--- config.mk ---
export PLATFORM = sky130hd
export DESIGN_NAME = imuldiv_div_requester
export DESIGN_NICKNAME = d
export VERILOG_FILES = /design/src/rtl/imuldiv_div_requester.sv
export SDC_FILE = /design/constraint.sdc
export NUM_CORES = 1
export LEC_CHECK = 0
export ABC_CLOCK_PERIOD_IN_PS = 5500
export BUFFER_PORTS_ARGS = -buffer_cell sky130_fd_sc_hd__buf_2
export CORE_MARGIN = 4
export CORE_UTILIZATION = 30
export DETAILED_ROUTE_END_ITERATION = 12
export PLACE_DENSITY_LB_ADDON = 0.12
export SLEW_MARGIN = 5
export SYNTH_ARGS = -nofsm -noshare
export SYNTH_HDL_FRONTEND = slang
export SYNTH_SLANG_ARGS = --single-unit
--- constraint.sdc ---
create_clock -name clk -period 5.5 [get_ports clk]
set_input_delay 0.55 -clock clk [delete_from_list [all_inputs] [get_ports clk]]
set_output_delay 0.55 -clock clk [all_outputs]
set_load 0.01 [all_outputs]
--- src/rtl/imuldiv_div_requester.sv ---
// -----------------------------------------------------------------------------
// imuldiv_div_requester
//
// Initiator side of the divider val/rdy protocol. Requests from the execute
// stage pass straight through to the iterative divider. Each accepted request
// leaves {sel, tag} in a small in-order FIFO. When the divider answers, the
// matching entry picks the quotient or remainder half. That half is returned
// on a registered response port together with the destination tag.
//
// Ports
//   clk, reset              rising-edge clock, async active-low reset
//   cpureq_msg_*            fn (signed), sel (0 quotient / 1 remainder),
//                           a, b, tag of the CPU-side request
//   cpureq_val/cpureq_rdy   CPU request handshake
//   divreq_msg_*            fn, a, b to the divider (combinational)
//   divreq_val/divreq_rdy   divider request handshake
//   divresp_msg_result      {remainder, quotient} from the divider
//   divresp_val/divresp_rdy divider response handshake
//   cpuresp_msg_data/tag    registered selected result half and tag
//   cpuresp_val/cpuresp_rdy CPU response handshake
// -----------------------------------------------------------------------------
module imuldiv_div_requester #(
    parameter int TAG_W = 5,
    parameter int DEPTH = 2
) (
    input  logic             clk,
    input  logic             reset,
    input  logic             cpureq_msg_fn,
    input  logic             cpureq_msg_sel,
    input  logic [31:0]      cpureq_msg_a,
    input  logic [31:0]      cpureq_msg_b,
    input  logic [TAG_W-1:0] cpureq_msg_tag,
    input  logic             cpureq_val,
    output logic             cpureq_rdy,
    output logic             divreq_msg_fn,
    output logic [31:0]      divreq_msg_a,
    output logic [31:0]      divreq_msg_b,
    output logic             divreq_val,
    input  logic             divreq_rdy,
    input  logic [63:0]      divresp_msg_result,
    input  logic             divresp_val,
    output logic             divresp_rdy,
    output logic [31:0]      cpuresp_msg_data,
    output logic [TAG_W-1:0] cpuresp_msg_tag,
    output logic             cpuresp_val,
    input  logic             cpuresp_rdy
);

    localparam int PTR_W = (DEPTH > 1) ? $clog2(DEPTH) : 1;
    localparam int CNT_W = $clog2(DEPTH + 1);

    localparam logic [PTR_W-1:0] PTR_ONE  = PTR_W'(1);
    localparam logic [CNT_W-1:0] CNT_ONE  = CNT_W'(1);
    localparam logic [CNT_W-1:0] CNT_ZERO = CNT_W'(0);
    localparam logic [CNT_W-1:0] CNT_FULL = CNT_W'(DEPTH);

    // Outstanding-operation bookkeeping
    logic [CNT_W-1:0] count_q, count_d;
    logic [PTR_W-1:0] head_q, head_d;
    logic [PTR_W-1:0] tail_q, tail_d;
    logic             sel_mem_q [DEPTH];
    logic             sel_mem_d [DEPTH];
    logic [TAG_W-1:0] tag_mem_q [DEPTH];
    logic [TAG_W-1:0] tag_mem_d [DEPTH];

    // Registered response port
    logic             out_val_q, out_val_d;
    logic [31:0]      data_q, data_d;
    logic [TAG_W-1:0] tag_q, tag_d;

    logic             full_s;
    logic             empty_s;
    logic             req_fire_s;
    logic             resp_fire_s;
    logic             head_sel_s;
    logic [TAG_W-1:0] head_tag_s;

    // Full is taken from the registered count only, so a pop in the same
    // cycle never opens cpureq_rdy combinationally.
    assign full_s      = (count_q == CNT_FULL);
    assign empty_s     = (count_q == CNT_ZERO);

    assign divreq_msg_fn = cpureq_msg_fn;
    assign divreq_msg_a  = cpureq_msg_a;
    assign divreq_msg_b  = cpureq_msg_b;
    assign divreq_val    = cpureq_val & ~full_s;
    assign cpureq_rdy    = divreq_rdy & ~full_s;
    assign req_fire_s    = cpureq_val & cpureq_rdy;

    // A response is taken only when something is outstanding and the output
    // register is free or draining this cycle.
    assign divresp_rdy   = ~empty_s & (~out_val_q | cpuresp_rdy);
    assign resp_fire_s   = divresp_val & divresp_rdy;

    assign head_sel_s    = sel_mem_q[head_q];
    assign head_tag_s    = tag_mem_q[head_q];

    assign cpuresp_val      = out_val_q;
    assign cpuresp_msg_data = data_q;
    assign cpuresp_msg_tag  = tag_q;

    // Tag FIFO write side: capture {sel, tag} at the tail on each accepted request
    always_comb begin
        for (int i = 0; i < DEPTH; i++) begin
            sel_mem_d[i] = sel_mem_q[i];
            tag_mem_d[i] = tag_mem_q[i];
        end
        if (req_fire_s) begin
            sel_mem_d[tail_q] = cpureq_msg_sel;
            tag_mem_d[tail_q] = cpureq_msg_tag;
            tail_d            = tail_q + PTR_ONE;
        end else begin
            tail_d            = tail_q;
        end
    end

    // Occupancy counter and head pointer: simultaneous push and pop cancel
    always_comb begin
        count_d = count_q;
        head_d  = head_q;
        if (resp_fire_s) begin
            head_d = head_q + PTR_ONE;
        end else begin
            head_d = head_q;
        end
        if (req_fire_s && !resp_fire_s) begin
            count_d = count_q + CNT_ONE;
        end else if (resp_fire_s && !req_fire_s) begin
            count_d = count_q - CNT_ONE;
        end else begin
            count_d = count_q;
        end
    end

    // Response register: load the selected half on a divider response, drop
    // valid after a CPU handshake, otherwise hold data and tag steady.
    always_comb begin
        out_val_d = out_val_q;
        data_d    = data_q;
        tag_d     = tag_q;
        if (resp_fire_s) begin
            out_val_d = 1'b1;
            data_d    = head_sel_s ? divresp_msg_result[63:32] : divresp_msg_result[31:0];
            tag_d     = head_tag_s;
        end else if (out_val_q && cpuresp_rdy) begin
            out_val_d = 1'b0;
        end else begin
            out_val_d = out_val_q;
        end
    end

    // State registers with asynchronous active-low reset
    always_ff @(posedge clk or negedge reset) begin
        if (!reset) begin
            count_q   <= CNT_ZERO;
            head_q    <= '0;
            tail_q    <= '0;
            out_val_q <= 1'b0;
            data_q    <= 32'h0000_0000;
            tag_q     <= '0;
            for (int i = 0; i < DEPTH; i++) begin
                sel_mem_q[i] <= 1'b0;
                tag_mem_q[i] <= '0;
            end
        end else begin
            count_q   <= count_d;
            head_q    <= head_d;
            tail_q    <= tail_d;
            out_val_q <= out_val_d;
            data_q    <= data_d;
            tag_q     <= tag_d;
            for (int i = 0; i < DEPTH; i++) begin
                sel_mem_q[i] <= sel_mem_d[i];
                tag_mem_q[i] <= tag_mem_d[i];
            end
        end
    end

endmodule

Word-level counts from Yosys, hierarchy flattened:

Index checks and enable logic that the tools add are counted.

* flip-flop bits (word level): 54
* bits of input ports: 141
* output and inout port bits: 106
* logic and storage cells: 55

* $add $sub $neg: 4
* order comparisons: 3
* eq/ne operators: 1
* muxes and demuxes: 17
* bitwise operators: 11
* reductions and logical operators: 9

Operators by type and width (number)
* 32-bit two-way mux: 1
* 5-bit two-way mux: 4
* 10-bit bitwise mux: 1
* 1-bit two-way mux: 6
* 1-bit AND: 5
* 5-bit demux with 1-bit select: 1
* 2-bit greater-or-equal comparator (second input constant): 2
* 1-bit logical AND: 4
* 2-bit two-way mux: 2
* 1-bit NOT with 2-bit output: 2
* 2-bit nonzero test: 2
* 1-bit NOT: 3
* 1-bit adder (second input constant): 2
* 2-bit by 1-bit adder with 2-bit output (second input constant): 1
* 2-bit bitwise mux: 1
* 2-bit equality test (second input constant): 1
* 1-bit zero test: 2
* 2-bit zero test: 1
* 2-bit by 1-bit < comparator with 1-bit output (second input constant): 1
* 2-bit by 1-bit subtractor with 2-bit output (second input constant): 1
* 1-bit demux with 1-bit select: 1
* 1-bit OR: 1

Longest topological paths before layout:

* word-level depth: 8
* gate-level depth with buffers: 9
* mapped depth without buffers: 7

Worst setup path before layout:

OpenSTA, ideal clock, no wires.

* path kind: input to register
* start: in cpuresp_rdy
* end: reg count_q[1]
* arrival time: 1.817 ns
* slack: 3.604 ns
* stages on the path: 8
* path buffers: 2
* cells stage by stage: nor2b_1 -> nor3b_2 -> buf_4 -> buf_4 -> inv_1 -> ha_1 -> nor2_1 -> xor2_1

* longest elaborated chain between the ends: 6

Ends and longest elaborated chain
* start, declared: RTL line 46 `input logic cpuresp_rdy`
* 1-bit OR (*): RTL line 92 `assign divresp_rdy = ~empty_s & (~out_val_q | cpuresp_rdy);`
* 1-bit AND (*): RTL line 92
* 1-bit AND (*): RTL line 93 `assign resp_fire_s = divresp_val & divresp_rdy;`
* 1-bit zero test: RTL line 126 `if (req_fire_s && !resp_fire_s) begin`
* 1-bit logical AND: RTL line 126
* 2-bit two-way mux / 2-bit nonzero test (equally long branches)
* end signal, assigned: RTL line 166 `count_q <= count_d;`
* end, declared: RTL line 58 `logic [CNT_W-1:0] count_q, count_d;`

Every way passes the cells marked *; elsewhere a longest branch is shown, timed or not.
A chain may end at the register's enable or synchronous reset.

Final worst setup path:

* start: reg out_val_q, in the netlist cpuresp_val
* end: reg data_q[24], in the netlist cpuresp_msg_data[24]

* longest elaborated chain between the ends: 4

Ends and longest elaborated chain
* start, declared: RTL line 67 `logic out_val_q, out_val_d;`
* start signal, assigned: RTL line 169 `out_val_q <= out_val_d;`
* 1-bit NOT: RTL line 92
* 1-bit OR: RTL line 92
* 1-bit AND: RTL line 92
* 1-bit AND: RTL line 93
* end signal, assigned: RTL line 170 `data_q <= data_d;`
* end, declared: RTL line 68 `logic [31:0] data_q, data_d;`

Every way passes these cells.

==> metrics.md <==
| Metric | Value |
|---|---|
| Initial antenna violation count | `0` |
| Post-Layout Inst Area | `3485 sq um` |
| Clock network power share | `a little over an eighth` |
| FILL cells | `between 1000 and 1500` |
| Comb power frac | `roughly 50%` |
| Post-Syn Instances | `about 230` |
| Post-Route WL | `6.324 mm` |
| Worst-path maximum fanout | `25` |
| I/O pins | `approximately 250` |
| Antenna fix cells | `0` |
| Clock sink total | `54` |
| Sequential fraction of the synthesis area | `between 40 and 50%` |
| Seq pwr share | `a little under two fifths` |
| Worst setup margin | `approximately 3300 ps` |
| Post-Synthesis Cell Area | `about 3200 sq um` |
| Ys Warns | `0` |
| Worst setup path startpoint | `cpuresp_val` |
| Yosys top cell by area | `dfrtp_1` |
| Via Count | `1813` |
| Starting Density | `approximately 31%` |
| Root buffer cell | `clkbuf_8` |
| Slew margin rel. | `a little under half` |
| CTS Buf Count | `5` |
| Hold Buf Count CTS | `0` |
| Area Overhead vs Synth | `10.43%` |
| Worst path slowest cell | `nor3b_4` |
| Tightest Pin Transition | `between 700 and 800 ps` |
| Peak VDD IR | `around 0.16 mV` |
| CTS tree | `done` |
| Share of the synthesized area in the top cell type | `42.82%` |
| R2R Path Start | `cpuresp_val` |
| CP arrival | `2420 ps` |
| CP endpoint kind | `register` |
| Critical path required time | `about 5700 ps` |
| Clk Latency, worst-skew pair | `300 ps` |
| Worst setup path category | `register to register` |
| Layout cells sized above 1 | `74.31%` |
| Vias in the first global route | `between 1500 and 2000` |
| Number of buffers added on ports | `around 120` |
| First drt pass iteration count | `3` |
| Die width | `about 110 microns` |
| Sw Ratio | `32.94%` |
| Seq cells post-synth | `54` |
| Net Count, Synth | `around 380` |
| GRT overflow | `0` |
| Vias per inst | `4.276` |
| Mean Syn Cell Area | `approximately 13 sq um` |
| Max_cap viols | `0` |
| Pint | `1316 uW` |
| Fin Clk Skew | `roughly 10 ps` |
| Largest net degree at the start of global routing | `55` |
| H-tree depth | `2` |
| Max incr delay on CP | `around 680 ps` |
| Cell area after placement | `roughly 3400 sq um` |
| Leak | `between 0.0015 and 0.002 uW` |
| Top delay family on crit path | `simple AND/OR/NAND/NOR gates` |
| RSZ-0062 raised after global routing | `no` |
| Post-CTS setup buffers | `0` |
| Area contributors post-synth | `dfrtp_1 43%, mux2_2 20%, buf_4 16%, mux2_4 14%, buf_6 1.4%` |
| Crit path buffers/inverters | `1` |
| CP Cell Sequence | `nor2b_1 > nor3b_4 > buf_4 > mux2_2` |
| Total GRT Usage | `10.01%` |
| Post_cts resized | `0` |
| Initial DRC Count | `25` |
| Worst-path clk slew | `100 ps` |
| Startpoint types | `register` |
| Overall die area | `approximately 12000 sq um` |
| Wirelength per Cell | `around 15 microns` |
| Outcome | `finished, final reports clean` |
| Final setup viols | `0` |
| Final ANT Viol Nets | `0` |
| First-pass GRT wire length | `~10 mm` |
| Final TNS setup | `0 ps` |
| Die H | `approximately 110 microns` |
| Fin nets | `429` |
| Fin crit share | `approximately two fifths` |
| Unique masters post-synth | `20` |
| Row cnt | `37` |
| GPL Wtd Cong | `0.6717` |
| Post-DP HPWL | `4.697 mm` |
| R2r worst-path depth | `4` |
| Switching pwr | `646.3 uW` |
| Clock Tree Buf Depth | `2` |
| Fin crit period | `2238 ps` |
| Max Clk Rate | `roughly 0.45 GHz` |
| Hold Crit Class | `primary input to async pin` |
| Worst slack at placement | `between 3000 and 4000 ps` |
| Core area | `about 10000 sq um` |
| Power Density | `~560 nW/um^2` |
| Slew Viols, Final | `0` |
| Levels on crit path | `4` |
| Hold Vio Cnt, Final | `0` |
| # DRC | `0` |
-- synth_stat cells --
library cell	n
nand4b_1	1
buf_4	68
nand2_1	1
mux2_4	30
mux2_2	56
inv_1	1
nor2_1	3
buf_2	1
and2_1	2
nand2b_1	2
dfrtp_1	54
nand4_1	1
ha_1	1
xnor2_1	2
xor2_1	3
mux2i_4	1
nor2b_1	1
nor3b_2	1
and3_1	1
buf_6	4
-- layout by cell type, fill, tap and decap left out --
cell type	instances
buf_4	3
inv_1	1
clkinvlp_4	1
buf_2	116
and2_1	2
nor2_1	3
clkbuf_8	5
clkbuf_1	1
mux2i_4	1
xnor2_1	2
nor2b_1	1
bufinv_16	1
and3_1	1
dfrtp_1	54
mux2_4	30
nand4b_1	1
ha_1	1
mux2_2	56
nor3b_4	1
xor2_1	3
nand4_1	1
nand2b_1	2
nand2_1	1
-- power groups by stage --
stage | combinational, uW | clock [uW] | sequential [uW]
floorplan | 733 | 0 | 775
global placement | 996 | 0 | 730
detailed placement | 1000 | 0 | 731
CTS | 1010 | 286 | 724
global route | 1050 | 302 | 749
finish | 976 | 266 | 720
-- cell families after synthesis --
logic type | Yosys count | share of synthesized area, %
mux | 87 | 34.97
buf+inv | 74 | 17.88
flops | 54 | 42.82
simple gates | 13 | 2.538
xor+xnor | 5 | 1.388
fa+ha+maj | 1 | 0.3964
-- worst reg2reg max path, delay by kind of cell, from the launching register on --
kind	cells	cell delay [ps]
DFF	1	400
buffers and inverters	1	480
muxes	1	390
and+or+nand+nor	2	850
-- area by class of cell --
type                       instances  area [sq um]  share of cell area [%]
multi-input combinational        106          1246                   35.76
sequential                        54          1351                   38.78
clock buffer                       6         72.57                   2.083
inverter                           1         3.754                  0.1077
timing repair buffer             119         603.1                   17.31
tap                              136         170.2                   4.883
clock inverter                     2         37.54                   1.077
-- flip-flops by register name (all words and copies together) (netlist names) --
signal / count
count_q: 2
cpuresp_msg_tag: 5
tag_mem_q: 10
cpuresp_msg_data: 32
cpuresp_val: 1
head_q: 1
sel_mem_q: 2
tail_q: 1
-- worst paths after layout --
check / to / slack, ps
min in group clk: tag_mem_q[4] / 490
min: cpuresp_msg_data[4] / 370
max reg2reg: cpuresp_msg_data[24] / 3260
min reg2reg: tail_q / 490
max in group asynchronous: sel_mem_q[0] / 4670
max: cpuresp_msg_data[24] / 3260
-- metrics by stage --
stage | std cells | hold slack (ps) | utilization, % | power, uW
5_1_grt | 424 | 434.5 | 33.91 | 2106
4_1_cts | 424 | 410.7 | 33.91 | 2016
6_report | 424 | 365.9 | 33.91 | 1962
3_5_place_dp | 416 | 474.0 | 32.83 | 1735
3_3_place_gp | 416 | 475.4 | 32.83 | 1726
2_1_floorplan | 234 | 254.4 | - | 1508
-- per-layer routing --
| layer | global-route usage (%) | share of wire, % | up-vias |
|---|---|---|---|
| li1 | - | - | 837 |
| met1 | 12.30 | 41 | 869 |
| met2 | 15.74 | 48 | 80 |
| met3 | 3.726 | 8.5 | 27 |
| met4 | 4.269 | 2.7 | 0 |
| met5 | 0 | 0 | - |
Note: power is estimated with default switching activity, not from simulation.
